$ cat config.mk
export PLATFORM = sky130hd
export DESIGN_NAME = seq_mux_n
export DESIGN_NICKNAME = d
export VERILOG_FILES = /design/src/rtl/seq_mux_n.sv
export SDC_FILE = /design/constraint.sdc
export NUM_CORES = 1
export LEC_CHECK = 0
export BUFFER_PORTS_ARGS = -buffer_cell sky130_fd_sc_hd__buf_2
export CORE_AREA = 2 2 39 41
export CTS_CLUSTER_SIZE = 24
export DETAILED_ROUTE_END_ITERATION = 6
export DIE_AREA = 0 0 41 43
export PLACE_DENSITY_LB_ADDON = 0.08
export REMOVE_ABC_BUFFERS = 1
export SYNTH_ARGS = -nofsm -noshare
export SYNTH_HDL_FRONTEND = slang
export SYNTH_SLANG_ARGS = --single-unit
$ cat constraint.sdc
create_clock -name clk -period 1.65 [get_ports clk]
set_input_delay 0.165 -clock clk [delete_from_list [all_inputs] [get_ports clk]]
set_output_delay 0.165 -clock clk [all_outputs]
set_load 0.1 [all_outputs]
$ cat src/rtl/seq_mux_n.sv
// seq_mux_n: registered N-channel, WIDTH-bit multiplexer with manual select
// and an auto-scan mode that holds each channel for DWELL enabled cycles.
// Optional: define SEQ_MUX_N_PARITY_EN to add out_par, the XOR reduction of
// the value registered into out_data.
module seq_mux_n #(
  parameter int WIDTH = 1,
  parameter int NCH   = 4,
  parameter int SEL_W = 2,
  parameter int DWELL = 4
) (
  input  logic                   clk,
  input  logic                   rst_n,
  input  logic [NCH*WIDTH-1:0]   in_data,
  input  logic [SEL_W-1:0]       sel,
  input  logic                   mode,
  input  logic                   en,
  output logic [WIDTH-1:0]       out_data,
  output logic                   out_valid,
  output logic [SEL_W-1:0]       cur_sel,
  output logic                   sel_err
`ifdef SEQ_MUX_N_PARITY_EN
  ,
  output logic                   out_par
`endif
);

  // Dwell counter only has to reach DWELL-1; keep at least one bit.
  localparam int CNT_W = (DWELL > 1) ? $clog2(DWELL) : 1;
  // One extra bit so NCH = 2**SEL_W still compares correctly.
  localparam int SW1 = SEL_W + 1;

  localparam logic [CNT_W-1:0] DWELL_LAST = CNT_W'(DWELL - 1);
  localparam logic [SEL_W-1:0] LAST_CH    = SEL_W'(NCH - 1);
  localparam logic [SEL_W:0]   NCH_EXT    = SW1'(NCH);

  typedef enum logic {
    MANUAL = 1'b0,
    SCAN   = 1'b1
  } state_t;

  state_t             state_reg, state_next;
  logic [WIDTH-1:0]   out_data_reg, out_data_next;
  logic               out_valid_reg, out_valid_next;
  logic [SEL_W-1:0]   cur_sel_reg, cur_sel_next;
  logic               sel_err_reg, sel_err_next;
  logic [CNT_W-1:0]   dwell_reg, dwell_next;

  logic [WIDTH-1:0]   chan [NCH];
  logic [WIDTH-1:0]   man_pick;
  logic [WIDTH-1:0]   scan_pick;
  logic [SEL_W-1:0]   scan_sel;
  logic [SEL_W-1:0]   next_ch;
  logic               dwell_wrap;
  logic               sel_ok;

  // Unpack the channel bus into an indexable array.
  genvar gi;
  generate
    for (gi = 0; gi < NCH; gi++) begin : g_chan
      assign chan[gi] = in_data[gi*WIDTH +: WIDTH];
    end
  endgenerate

  assign sel_ok     = ({1'b0, sel} < NCH_EXT);
  assign dwell_wrap = (dwell_reg == DWELL_LAST);
  assign next_ch    = (cur_sel_reg == LAST_CH) ? '0 : cur_sel_reg + SEL_W'(1);
  // Channel that scan mode will drive after this edge; entering scan
  // always restarts at channel 0.
  assign scan_sel   = (state_reg == MANUAL) ? '0
                    : (dwell_wrap ? next_ch : cur_sel_reg);

  // Explicit compare-based muxes: out-of-range selects yield 0, never X.
  always_comb begin
    man_pick  = '0;
    scan_pick = '0;
    for (int k = 0; k < NCH; k++) begin
      if (sel == SEL_W'(k))      man_pick  = chan[k];
      if (scan_sel == SEL_W'(k)) scan_pick = chan[k];
    end
  end

  // Next-state and output-register logic for manual and scan operation.
  always_comb begin
    state_next     = mode ? SCAN : MANUAL;
    out_data_next  = out_data_reg;
    out_valid_next = 1'b0;
    cur_sel_next   = cur_sel_reg;
    sel_err_next   = sel_err_reg;
    dwell_next     = dwell_reg;

    if (mode) begin
      // Scan entry and stepping both only happen on enabled cycles; a mode
      // change with en = 0 just moves the state and holds everything else.
      if (en) begin
        out_data_next  = scan_pick;
        out_valid_next = 1'b1;
        cur_sel_next   = scan_sel;
        sel_err_next   = 1'b0;
        if (state_reg == MANUAL || dwell_wrap) begin
          dwell_next = '0;
        end else begin
          dwell_next = dwell_reg + CNT_W'(1);
        end
      end
    end else begin
      if (state_reg == SCAN) begin
        dwell_next = '0;
      end
      if (en) begin
        out_valid_next = 1'b1;
        if (sel_ok) begin
          out_data_next = man_pick;
          cur_sel_next  = sel;
          sel_err_next  = 1'b0;
        end else begin
          out_data_next = '0;
          sel_err_next  = 1'b1;
        end
      end
    end
  end

  // State and output registers, asynchronously cleared.
  always_ff @(posedge clk or negedge rst_n) begin
    if (!rst_n) begin
      state_reg     <= MANUAL;
      out_data_reg  <= '0;
      out_valid_reg <= 1'b0;
      cur_sel_reg   <= '0;
      sel_err_reg   <= 1'b0;
      dwell_reg     <= '0;
    end else begin
      state_reg     <= state_next;
      out_data_reg  <= out_data_next;
      out_valid_reg <= out_valid_next;
      cur_sel_reg   <= cur_sel_next;
      sel_err_reg   <= sel_err_next;
      dwell_reg     <= dwell_next;
    end
  end

  assign out_data  = out_data_reg;
  assign out_valid = out_valid_reg;
  assign cur_sel   = cur_sel_reg;
  assign sel_err   = sel_err_reg;

`ifdef SEQ_MUX_N_PARITY_EN
  logic par_reg;

  // Parity tracks out_data; it holds whenever out_data holds.
  always_ff @(posedge clk or negedge rst_n) begin
    if (!rst_n) begin
      par_reg <= 1'b0;
    end else begin
      par_reg <= ^out_data_next;
    end
  end

  assign out_par = par_reg;
`endif

endmodule

Yosys cells after proc, flatten, opt, wreduce, memory -nomap -nowiden --
Index checks and enable logic that the tools add are counted.
Operators by class: add/subtract/negate cells 2, $mul 0, div/mod/pow operators 0, magnitude comparators 0, eq/ne operators 9, shifts and indexed selects 0, multiplexer cells 23, bitwise gates (word level) 1, reductions and logical operators 5
Operators by type and width (count):
- 2-bit two-way mux | 10
- 1-bit two-way mux | 13
- 2-bit equality test, second input constant | 6
- 2-bit by 1-bit adder with 2-bit output, second input constant | 2
- 2-bit by 1-bit equality test with 1-bit output, second input constant | 2
- 2-bit zero test | 2
- 2-bit by 1-bit != test with 1-bit output, second input constant | 1
- 2-bit AND reduction | 1
- 2-bit nonzero test | 1
- 1-bit logical OR | 1
- 1-bit inverter | 1
Storage, ports and cells: bits in registers 7, latch bits 0, RAM bits 0, bits in read-only memories 0, input port bits 10, output and inout port bits 5, logic and storage cells 45, memories kept 0

Longest topological paths before layout --
Gate-level depths: netlist (run 1).
depth in word-level cells 11, depth in mapped cells 5, depth with buffers taken out 5

Worst setup path after synthesis (run 1) --
No wires, ideal clock.
path kind reg2reg, start register cur_sel_reg[0], in the netlist cur_sel[0], end register out_data_reg, in the netlist out_data, library setup time 0.136 ns, arrival 1.996 ns, required time 1.514 ns, setup slack -0.482 ns, stages on the path, launching flop included 6, buffers on the path 0, clock period less this slack 2.132 ns, cells stage by stage dfrtp_1 > ha_1 > mux2i_1 > nor2b_1 > o41ai_2 > o22ai_2
On the way: cells in the longest elaborated chain, start to end 11, elaborated cells between the ends (all ways) 15, those cells by class 1 x add/sub; 4 x eq/ne; 9 x mux; 1 x reduce/logical
RTL lines:
- start: declaration | line 44 | logic [SEL_W-1:0] cur_sel_reg, cur_sel_next;
- start signal: assignment | line 136 | cur_sel_reg <= cur_sel_next;
- 2-bit by 1-bit adder with 2-bit output / 2-bit equality test (equally long branches) | line 66 | assign next_ch = (cur_sel_reg == LAST_CH) ? '0 : cur_sel_reg + SEL_W'(1);
- 2-bit two-way mux | line 66
- 2-bit two-way mux (*) | line 70 | : (dwell_wrap ? next_ch : cur_sel_reg);
- 2-bit two-way mux (*) | line 69 | assign scan_sel = (state_reg == MANUAL) ? '0
- 2-bit zero test | line 78 | if (scan_sel == SEL_W'(k)) scan_pick = chan[k];
- 1-bit two-way mux (3 in a row) | line 78
- 1-bit two-way mux (*) | line 78
- 1-bit two-way mux (*) | line 94 | if (en) begin
- 1-bit two-way mux (*) | line 91 | if (mode) begin
- end signal: assignment | line 134 | out_data_reg <= out_data_next;
- end: declaration | line 42 | logic [WIDTH-1:0] out_data_reg, out_data_next;
Mark *: on every way between the ends. The rest lies on a longest branch, timed or not. The select of a mux whose other input is x is not followed. A chain may end at the register's enable or synchronous reset.

Worst setup path after layout (run 1) --
start register cur_sel_reg[1], in the netlist cur_sel[1], end register out_data_reg, in the netlist out_data
Same word-level chain as after synthesis.

==> results of run 1 <==
## placed cells by master, fill, tap and decap left out
master,count
nand3b_1,1
clkbuf_4,3
dlygate4sd3_1,1
o211ai_1,1
buf_2,13
or3b_1,1
mux2i_1,3
o22ai_1,1
o21ai_0,2
mux4_2,1
o22ai_2,1
nor2b_2,1
nor2b_1,1
dfrtp_1,7
inv_1,4
a31oi_1,1
a41o_1,1
a22o_1,2
ha_4,1
nor2_1,4
nand2b_1,1
a21oi_1,1
o211a_1,1
ha_1,1
clkbuf_1,1
nor3b_4,1
o41ai_2,1
nor3_1,1
conb_1,1
buf_4,1
## synth_stat cells (2+ instances only)
master / number / area [µm²]
dfrtp_1: 7 / 175
nor2b_1: 2 / 12.5
o21ai_0: 2 / 10.0
a22o_1: 2 / 17.5
inv_1: 4 / 15.0
nor2_1: 4 / 15.0
mux2i_1: 3 / 30.0
ha_1: 2 / 25.0
## worst max-delay path: stages, from the launching register on
cell and delay (ns):
dfrtp_1 0.40, ha_1 0.22, nor3b_4 0.27, nor3_1 0.09, o41ai_2 0.31, o22ai_2 0.12
## through the flow
stage / utilization / worst slack (ns) / area [µm²] / power, mW / hold WS (ns)
global placement: 0.385 / 0.0717 / 533 / 0.393 / 0.00688
detailed placement: 0.385 / 0.0509 / 533 / 0.397 / 0.0120
global route: 0.427 / 0.00303 / 591 / 0.596 / 0.135
finish: 0.427 / 0.0896 / 591 / 0.555 / 0.144
floorplan: - / -0.482 / 440 / 0.346 / -0.131
CTS: 0.411 / 0.0183 / 569 / 0.563 / 0.127
## layout make-up
cell class	instances	area (µm²)
Fill cell	141	793
Clock buffer	4	26.3
Timing Repair Buffer	15	82.6
Tap cell	16	20.0
Inverter	4	15.0
Multi-Input combinational cell	30	272
Sequential cell	7	175
## power groups by stage
stage                     clock, mW  combinational, mW  sequential (mW)
final                         0.153              0.201            0.201
after global routing          0.177              0.216            0.203
after CTS                     0.166              0.197            0.200
after detailed placement          0              0.194            0.203
after global placement            0              0.192            0.201
after floorplan                   0             0.0663            0.280
## how the worst max path moves through the flow
stage / startpoint / end / slack, ns / depth (start not counted)
floorplan: cur_sel[0] / out_data / -0.48 / 5
global placement: dwell_reg[0] / out_data / 0.07 / 5
detailed placement: dwell_reg[0] / out_data / 0.05 / 5
CTS: dwell_reg[0] / out_data / 0.02 / 5
global route: cur_sel[1] / out_data / 0.003 / 5
finish: cur_sel[1] / out_data / 0.09 / 5
## metal layers
metal,share of wire,vias up,GRT usage
met2,0.52,13,0.216
met5,0,-,0
li1,-,192,-
met4,0.013,0,0.0867
met1,0.42,187,0.186
met3,0.048,2,0.0733
## what timing repair did
item,CTS,global route
resized for setup,0,4
hold endpoints to repair,7,0
hold buffers,1,0
endpoints found under the setup margin,0,1
## logic make-up after synthesis
| family | count (synthesis) | synth area share |
|---|---|---|
| AOI/OAI and AO/OA | 12 | 0.222 |
| and+or+nand+nor | 11 | 0.148 |
| buffers and inverters | 7 | 0.0685 |
| DFF | 7 | 0.384 |
| muxes | 4 | 0.115 |
| adders and majority gates | 2 | 0.0548 |
| other | 1 | 0.00821 |
==> results_dict.tcl, run 1 <==
set metrics [dict create \
    grt_first_pass_wirelength_um 1800 \
    worst-endpoint-arrival_ns 1.67 \
    drt-initial-drc-count 5 \
    final_max_slew_viol_count 0 \
    p_switching_mw 0.218 \
    chipHeight_um 43 \
    required_ns 1.76 \
    synth_cells 44 \
    placement_row_count 14 \
    period_minus_slack_ns 1.56 \
    htree_levels 1 \
    synth-seq-cells 7 \
    setup.reg_to_reg.worst_slack_ns 0.09 \
    clkSinkCount 7 \
    clk-insertion-delay-late_ns 0.25 \
    dieWidth_um 41 \
    vias_in_the_first_global_route 417 \
    power.share.sequential 0.362 \
    finish.cell_count_without_fillers 76 \
    drt_first_pass_iters 4 \
    grt_antenna_before_repair 0 \
    ys_warn_count 0 \
    timing.fmax_mhz 641 \
    hpwlAfterDp_um 842 \
    finalSetupViolations 0 \
    power.share.clock 0.275 \
    whs_path_depth 1 \
    worst_hold_path_type "in2reg" \
    detail_route.wl_per_cell_um 14.1 \
    viasPerCell 5.18 \
    gr-usage-all-layers 0.154 \
    p_comb_frac 0.363 \
    leakagePower_nw 0.282 \
    timing.critical_path.fanout_max 5 \
    ys.flop_type "dfrtp_1" \
    max-clock-path-buffers 2 \
    dpl.cell_count 71 \
    outcome "completed" \
    cts-buffers-inserted 3 \
    die-area_um2 1760 \
    r2r.worst_path.cells 5 \
    clock-root-buffer "clkbuf_4" \
    power-per-cell-area_nw_per_um2 940 \
    dr_total_vias 394 \
    io_pins 15 \
    port_buffers 13 \
    tritoncts "yes" \
    worst_r2r_endpoint "out_data" \
    async_reset_ff_frac 1.00 \
    clkTransAtPathRegs_ns 0.05 \
    clock_skew_ns 0.00664 \
    routed_wl_um 1070 \
    grt_overflow_total 0 \
    max-vdd-ir-drop_v 0.000421 \
    floorplan.core_area_um2 1380 \
    reported_max_cap_violation_count 0 \
    rsz_0062_raised_after_global_routing "false" \
    power_switching_share 0.393 \
    gp_congestion 0.790 \
    timing_hold_violations_final 0 \
    drc_errors 0 \
    worst-setup-path-type "reg2reg" \
    areaGrowthSynthToFinish_pct 29.3 \
    netlist-cell-type-count 26 \
    post_cts.repair.setup_buffers 0 \
    p_int_mw 0.337 \
    largest_net_degree_at_the_start_of_global_routing 11 \
    num-nets-final 73 \
    worstSetupStartpointType "flip-flop" \
    critical_path.reg2reg.startpoint "cur_sel[1]" \
    setup-tns-final_ns 0 \
    antenna-diode-count 0 \
    drtAntennaViolNets 0 \
    hold_start "mode" \
    final_layout_size_suffix_gt1_frac 0.383 \
    worst_hold_path.endpoint "state_reg" \
    number_of_enable_flip_flop_cells_after_synthesis 0 \
    syn-mean-instance-area_um2 10.4 \
    ys_seq_area_frac 0.384 \
    syn-cell-area_um2 457 \
    critPathCaptureType "flip-flop" \
    initial_core_util 0.330 \
    period_share 0.946 \
]
Power figures use the tool's default switching activity.
==> run 2, diff against run 1 <==
--- a/config.mk
+++ b/config.mk
@@ -5,12 +5,13 @@
 export SDC_FILE = /design/constraint.sdc
 export NUM_CORES = 1
 export LEC_CHECK = 0
+export ABC_AREA = 1
 export BUFFER_PORTS_ARGS = -buffer_cell sky130_fd_sc_hd__buf_2
 export CORE_AREA = 2 2 39 41
 export CTS_CLUSTER_SIZE = 24
 export DETAILED_ROUTE_END_ITERATION = 6
 export DIE_AREA = 0 0 41 43
-export PLACE_DENSITY_LB_ADDON = 0.08
+export PLACE_DENSITY = 0.57
 export REMOVE_ABC_BUFFERS = 1
 export SYNTH_ARGS = -nofsm -noshare
 export SYNTH_HDL_FRONTEND = slang
==> results_dict.tcl, run 2 <==
set metrics [dict create \
    outcome "completed" \
    io_pins 15 \
    reported_max_cap_violation_count 0 \
    drc_errors 0 \
    drtAntennaViolNets 0 \
    placement_row_count 14 \
    grt_overflow_total 0 \
    drt-initial-drc-count 7 \
    tritoncts "yes" \
    grt_first_pass_wirelength_um 1410 \
    placement.cell_area_um2 500 \
    ys_warn_count 0 \
    layout_common_cells "13 x nand2_1, 13 x buf_2, 9 x nand3_1" \
    worst-setup-path-type "reg2reg" \
    areaGrowthSynthToFinish_pct 26.9 \
    worst-endpoint-arrival_ns 1.51 \
    max_stage_delay_ns 0.39 \
    die-area_um2 1760 \
    antenna-diode-count 0 \
    gp_congestion 0.742 \
    syn-mean-instance-area_um2 7.42 \
    syn-cell-area_um2 423 \
    chipHeight_um 43 \
    clock-root-buffer "clkbuf_4" \
    vias_in_the_first_global_route 355 \
    worstPathCellList "ha_1 -> inv_1 -> nand3_1 -> nand2_2 -> nand2_1 -> nand3_1 -> nand3_1 -> a21oi_2" \
    clkSinkCount 7 \
    async_reset_ff_frac 1.00 \
    dieWidth_um 41 \
    number_of_enable_flip_flop_cells_after_synthesis 0 \
    synth-seq-cells 7 \
    leakagePower_nw 0.286 \
    finalSetupViolations 0 \
    final_layout_size_suffix_gt1_frac 0.284 \
    netlist-cell-type-count 15 \
    hpwlAfterDp_um 705 \
    max-clock-path-buffers 2 \
    floorplan.core_area_um2 1380 \
    num-nets-final 87 \
    grt_antenna_before_repair 0 \
    synth.top_cells.by_count "13 x nand2_1, 9 x nand3_1, 7 x dfrtp_1, 7 x inv_1, 4 x nor2_1" \
    worst_hold_path_type "in2reg" \
    routed_wl_um 911 \
    ys.flop_type "dfrtp_1" \
    rsz_0062_raised_after_global_routing "false" \
    gr-usage-all-layers 0.129 \
    synth_area_leader_cell "dfrtp_1" \
    synth_top_cell_area_share 0.414 \
    critPathSlowestCell "dfrtp_1" \
    final_cell_area_um2 537 \
    power-per-cell-area_nw_per_um2 990 \
    cts-buffers-inserted 3 \
    drt_first_pass_iters 4 \
    ys_seq_area_frac 0.414 \
    timing_hold_violations_final 0 \
    required_ns 1.83 \
    synth_cells 57 \
    dpl.cell_count 85 \
    largest_net_degree_at_the_start_of_global_routing 9 \
    clk-insertion-delay-late_ns 0.25 \
    detail_route.wl_per_cell_um 10.1 \
    port_buffers 13 \
    timing.critical_path.fanout_max 3 \
    initial_core_util 0.306 \
    synth.area.top_cells "dfrtp_1 41%, nand2_1 12%, nand3_1 11%, inv_1 6.2%, ha_1 5.9%" \
    final_max_slew_viol_count 0 \
    max-vdd-ir-drop_v 0.000334 \
    period_share 0.807 \
    setup-tns-final_ns 0 \
    finish.cell_count_without_fillers 90 \
    critical-path-top-cell-by-count "nand3_1" \
    viasPerCell 4.57 \
    htree_levels 1 \
    worstSetupStartpointType "flip-flop" \
    period_minus_slack_ns 1.33 \
    post-synth-top-count-cell "nand2_1" \
    timing.fmax_mhz 751 \
    dr_total_vias 411 \
    clkTransAtPathRegs_ns 0.05 \
    clock_skew_ns 0.000321 \
    critPathCaptureType "flip-flop" \
]
==> run 2: cells by family (layout without fill, tap and decap cells) <==
kind of cell,Yosys count,after routing,synth area share
buffers and inverters,9,26,0.0888
AO/OA/AOI/OAI,9,9,0.127
flip-flops,7,7,0.414
AND/OR/NAND/NOR,29,29,0.302
adder cells (fa/ha/maj),2,2,0.0592
other,1,1,0.00887
==> run 2: final cells by class <==
type	instances	area, µm²
Clock buffer	4	26.3
Tap cell	16	20.0
Timing Repair Buffer	14	75.1
Inverter	8	30.0
Fill cell	158	847
Multi-Input combinational cell	41	210
Sequential cell	7	175
==> run 2: power by group <==
group          switching, mW  total, mW  internal (mW)
clock                 0.0588      0.151         0.0920
combinational          0.138      0.178         0.0408
sequential            0.0138      0.202          0.188
total                  0.210      0.531          0.321
==> run 2: layer usage <==
metal / global-route usage / vias to the layer above / wire (µm)
met4: 0.100 / 0 / 29
met5: 0 / - / 0
met3: 0.0471 / 4 / 22
met1: 0.142 / 179 / 415
li1: - / 220 / -
met2: 0.188 / 8 / 443
==> run 2: per-stage QoR <==
step	hold WS [ns]	total power, mW	setup slack, ns	utilization
global route	0.0865	0.567	0.215	0.388
detailed placement	0.00937	0.382	0.317	0.362
CTS	0.0885	0.538	0.306	0.388
global placement	0.00395	0.381	0.351	0.362
finish	0.0980	0.531	0.318	0.388
floorplan	-0.131	0.339	-0.169	-
==> run 2: what timing repair did <==
item                      CTS  global route
gates resized for setup     0             0
hold buffers                1             0
setup buffers               0             0
hold endpoints to repair    7             0
==> run 2: worst max-delay path: cells and delay by family, from the launching register on <==
kind / cells / cell delay [ns]
AND/OR/NAND/NOR: 5 / 0.43
adder cells (fa/ha/maj): 1 / 0.22
buffers and inverters: 1 / 0.09
flip-flops: 1 / 0.39
AO/OA/AOI/OAI: 1 / 0.11
==> run 2: worst paths after layout <==
kind / startpoint / end / slack (ns) / depth (start not counted)
setup / recovery: dwell_reg[0] / out_data / 0.32 / 8
hold / removal: mode / state_reg / 0.1 / 1
setup reg to reg: dwell_reg[0] / out_data / 0.32 / 8
hold reg to reg: dwell_reg[1] / dwell_reg[1] / 0.49 / 2
max in group asynchronous: rst_n / out_data / 1.22 / 2
min in group asynchronous: rst_n / cur_sel[1] / 0.28 / 2
